## src/rtl/mem_bus_initiator.sv

```systemverilog
// rtl/mem_bus_initiator.sv - bus master for the relay-computer memory: timed setup/strobe/hold cycles
module mem_bus_initiator #(
    parameter int SETUP_CYCLES  = 1,
    parameter int STROBE_CYCLES = 2,
    parameter int HOLD_CYCLES   = 1
) (
    input  logic        clk,
    input  logic        rst_n,
    input  logic        req_valid,
    output logic        req_ready,
    input  logic        req_write,
    input  logic [15:0] req_addr,
    input  logic [7:0]  req_wdata,
    output logic        rsp_valid,
    output logic [7:0]  rsp_rdata,
    output logic [15:0] addr_bus_out,
    output logic        addr_bus_oe,
    output logic [7:0]  data_bus_out,
    output logic        data_bus_oe,
    input  logic [7:0]  data_bus_in,
    output logic        mem_read,
    output logic        mem_write,
    output logic        busy
);

    localparam int MAXC_SS = (SETUP_CYCLES > STROBE_CYCLES) ? SETUP_CYCLES : STROBE_CYCLES;
    localparam int MAXC    = (MAXC_SS > HOLD_CYCLES) ? MAXC_SS : HOLD_CYCLES;
    localparam int CW      = (MAXC > 1) ? $clog2(MAXC) : 1;

    generate
        if (SETUP_CYCLES < 1 || STROBE_CYCLES < 1 || HOLD_CYCLES < 1) begin : g_bad_param
            $error("mem_bus_initiator: SETUP/STROBE/HOLD_CYCLES must all be >= 1");
        end
    endgenerate

    typedef enum logic [1:0] {
        IDLE,
        SETUP,
        STROBE,
        HOLD
    } state_t;

    state_t        state, state_n;
    logic [CW-1:0] cnt, cnt_n;
    logic          accept;
    logic          last;
    logic          wr_q;

    assign last = (cnt == '0);

    always_ff @(posedge clk or negedge rst_n) begin
        if (!rst_n) begin
            state <= IDLE;
            cnt   <= '0;
        end else begin
            state <= state_n;
            cnt   <= cnt_n;
        end
    end

    // The counter is reloaded with (duration - 1) on entry and the state advances when it reaches zero.
    always_comb begin
        state_n = state;
        cnt_n   = cnt;
        accept  = 1'b0;
        case (state)
            IDLE: begin
                if (req_valid && req_ready) begin
                    accept  = 1'b1;
                    state_n = SETUP;
                    cnt_n   = CW'(SETUP_CYCLES - 1);
                end
            end
            SETUP: begin
                if (last) begin
                    state_n = STROBE;
                    cnt_n   = CW'(STROBE_CYCLES - 1);
                end else begin
                    cnt_n = cnt - CW'(1);
                end
            end
            STROBE: begin
                if (last) begin
                    state_n = HOLD;
                    cnt_n   = CW'(HOLD_CYCLES - 1);
                end else begin
                    cnt_n = cnt - CW'(1);
                end
            end
            HOLD: begin
                if (last) begin
                    state_n = IDLE;
                    cnt_n   = '0;
                end else begin
                    cnt_n = cnt - CW'(1);
                end
            end
            default: begin
                state_n = IDLE;
                cnt_n   = '0;
            end
        endcase
    end

    // Outputs are flops decoded from the next state, so they line up with the state register without glitches.
    always_ff @(posedge clk or negedge rst_n) begin
        if (!rst_n) begin
            req_ready    <= 1'b0;
            busy         <= 1'b0;
            wr_q         <= 1'b0;
            addr_bus_out <= '0;
            addr_bus_oe  <= 1'b0;
            data_bus_out <= '0;
            data_bus_oe  <= 1'b0;
            mem_read     <= 1'b0;
            mem_write    <= 1'b0;
            rsp_valid    <= 1'b0;
            rsp_rdata    <= '0;
        end else begin
            req_ready   <= (state_n == IDLE);
            busy        <= (state_n != IDLE);
            addr_bus_oe <= (state_n != IDLE);
            if (accept) begin
                wr_q         <= req_write;
                addr_bus_out <= req_addr;
                data_bus_out <= req_write ? req_wdata : 8'h00;
                data_bus_oe  <= req_write;
            end else if (state_n == IDLE) begin
                addr_bus_out <= '0;
                data_bus_out <= '0;
                data_bus_oe  <= 1'b0;
            end
            mem_read  <= (state_n == STROBE) && !wr_q;
            mem_write <= (state_n == STROBE) && wr_q;
            rsp_valid <= (state == HOLD) && last;
            if (state == STROBE && last && !wr_q) begin
                rsp_rdata <= data_bus_in;
            end
        end
    end

endmodule

```

## config.mk

```make
export PLATFORM = sky130hd
export DESIGN_NAME = mem_bus_initiator
export DESIGN_NICKNAME = d
export VERILOG_FILES = /design/src/rtl/mem_bus_initiator.sv
export SDC_FILE = /design/constraint.sdc
export NUM_CORES = 1
export LEC_CHECK = 0
export CAP_MARGIN = 30
export CORE_ASPECT_RATIO = 0.8
export CORE_UTILIZATION = 43
export DETAILED_ROUTE_END_ITERATION = 16
export GPL_TIMING_DRIVEN = 1
export PLACE_DENSITY = 0.83
export SLEW_MARGIN = 0
export SYNTH_ARGS = -nofsm -noshare
export SYNTH_HDL_FRONTEND = slang
export SYNTH_SLANG_ARGS = --single-unit
```

## constraint.sdc

```tcl
create_clock -name clk -period 4.2 [get_ports clk]
set_input_delay 0.63 -clock clk [delete_from_list [all_inputs] [get_ports clk]]
set_output_delay 0.63 -clock clk [all_outputs]
set_load 0.1 [all_outputs]
```

==> results_dict.tcl <==
set metrics [dict create \
    ff2ff_setup_slack_ns 2.25 \
    slew_viol_final 0 \
    cts_tree "built" \
    synth_top_area_share_pct 67.15 \
    initial_utilization_pct 45.41 \
    yosysUniqueCellTypes 23 \
    wl_met1_um 1527 \
    h-tree-depth 2 \
    period_minus_slack_ns 2.432 \
    worstPathMaxFanout 3 \
    worstSetupPathType "reg2out" \
    yosys_warnings 0 \
    antenna_found_initial 0 \
    die_x_um 69.46 \
    reg2regPathDepth 3 \
    synthArstFlopShare_pct 100.0 \
    port_buffers 74 \
    placementRows 19 \
    drtIter0Drc 32 \
    cts_root_buffer "clkbuf_8" \
    period_share_pct 57.90 \
    ctsResizeCount 0 \
    diodes 0 \
    wl_per_cell_um 15.93 \
    drive_above_1_share_pct 11.93 \
    setup_viol 0 \
    synth_area_per_cell_um2 15.50 \
    vias_per_cell 5.147 \
    first_pass_iters 4 \
    cts_setup_buffers 0 \
    top_layer "met4" \
    ctsHoldBuffers 0 \
    fmax_ghz 0.4112 \
    ant_nets 0 \
    end_kind "output pin" \
    overflow 0 \
    dp_cells 211 \
    maxCapViolCount 0 \
    cts_buffer_depth 2 \
    hold_viol 0 \
    grt_max_degree 43 \
    io_pins 75 \
    synth_area_um2 1565 \
    area_growth_pct 52.60 \
    run_status "completed" \
    grt_usage_pct 18.86 \
    seq_area_frac_synth_pct 67.15 \
    synth_area_leader_cell "dfrtp_1" \
    worstPathCellList "clkdlybuf4s50_1" \
    slew_headroom_pct 34.06 \
    ys_top_cells_by_count "dfrtp_1, a22o_1, mux2_2" \
    drc 0 \
    clock_skew_ns 0.005776 \
    start_kind "flop" \
    met3WireLength_um 138 \
    cp.required_ns 3.57 \
    place_ws_ns 1.708 \
    gp_congestion 0.7382 \
    syn-num-nets 137 \
    grt_first_pass_wirelength_um 5492 \
    clock-sinks 42 \
    ys.flop_type "dfrtp_1" \
    syn_inst 101 \
    critPathArrivalTime_ns 1.80 \
    post-route-util_pct 69.29 \
    setup_slack_ns 1.768 \
    hpwl_um 2510 \
    r2r_end "data_bus_out[5]$_DFFE_PN0P_" \
    core_area_um2 3447 \
    crit_path_max_incr_delay_ns 1.14 \
    numCtsBuffers 5 \
    drt_wl_total_um 3472 \
    nets 212 \
    fin_cells 218 \
    rsz0062_at_grt "no" \
    r2r-start "state[1]$_DFF_PN0_" \
    synth_most_common_cell "dfrtp_1" \
    synth_seq_cells 42 \
    vias 1122 \
    synth_area_leaders "dfrtp_1, a22o_1, mux2_2" \
    crit_family "buffers and inverters" \
    clk_pin_slew_ns 0.07 \
    grt_pass1_vias 1084 \
    synth_edf_count 0 \
    timing.critical_path.buf_inv 1 \
    worstMarginPinSlew_ns 0.9860 \
    cp_slowest_cell "clkdlybuf4s50_1" \
    die_y_um 55.97 \
    wl_met2_um 1751 \
    clk_latency_ns 0.29 \
    hold_class "in2async" \
    tns_ns 0 \
    die-area_um2 3887 \
]
[through the flow]
| stage | cell area (um2) | hold WS, ns |
|---|---|---|
| 6_report | 2389 | 0.4568 |
| 5_1_grt | 2389 | 0.5154 |
| 4_1_cts | 2389 | 0.4952 |
| 3_5_place_dp | 2310 | 0.4828 |
| 3_3_place_gp | 2310 | 0.4732 |
| 2_1_floorplan | 1565 | 0.3344 |
[routing by layer]
| layer | vias to the layer above | GRT usage, % |
|---|---|---|
| met5 | - | 0 |
| met4 | 0 | 8.746 |
| met3 | 6 | 4.529 |
| met2 | 36 | 30.51 |
| met1 | 560 | 24.15 |
| li1 | 520 | - |
[state kept, by name (all words and copies together) (netlist names)]
| name | cells |
|---|---|
| addr_bus_out | 16 |
| rsp_valid | 1 |
| data_bus_out | 8 |
| wr_q | 1 |
| cnt | 1 |
| data_bus_oe | 1 |
| mem_read | 1 |
| state | 2 |
| busy | 1 |
| rsp_rdata | 8 |
| req_ready | 1 |
| mem_write | 1 |
[logic make-up (layout without fill, tap and decap cells)]
group           Yosys count  count (layout)  share of synthesized area, %
buf+inv                   7              82                         3.037
mux                       9               9                         6.475
flops                    42              42                         67.15
compound gates           29              29                         15.91
xor+xnor                  1               1                        0.5597
simple gates             13              13                         6.876
[final cells by class]
cell class	instances	area (um2)
multi-input cells	52	466.7
well taps	42	52.55
clock buffers	5	68.82
clock inverters	2	10.01
inverters	1	3.754
flip-flops and latches	42	1051
fillers	235	1059
repair buffers	74	735.7
[layout by cell type (no fill, tap or decap), types with 2 or more instances in the layout]
cell type        synthesis  routed
a211o_1                  2       2
mux2_2                   9       9
clkdlybuf4s50_1          0      73
dfrtp_1                 42      42
a22o_1                  24      24
nor2_1                   4       4
clkinv_2                 0       2
clkbuf_8                 0       5
[worst max path at each step]
stage                                            from  depth (start not counted)                     endpoint  slack (ns)
after floorplan                        busy$_DFF_PN0_                          1                         busy        2.25
after global placement                      req_valid                          4  data_bus_out[3]$_DFFE_PN0P_        1.81
after detailed placement                    req_valid                          4  data_bus_out[5]$_DFFE_PN0P_        1.71
after CTS                 data_bus_out[2]$_DFFE_PN0P_                          1              data_bus_out[2]        1.75
after global routing      data_bus_out[2]$_DFFE_PN0P_                          1              data_bus_out[2]        1.72
final                             req_ready$_DFF_PN0_                          1                    req_ready        1.77
Power is left out: the tool's default activity adds up to more than one toggle a clock period on the data nets, which glitch-free logic cannot reach.
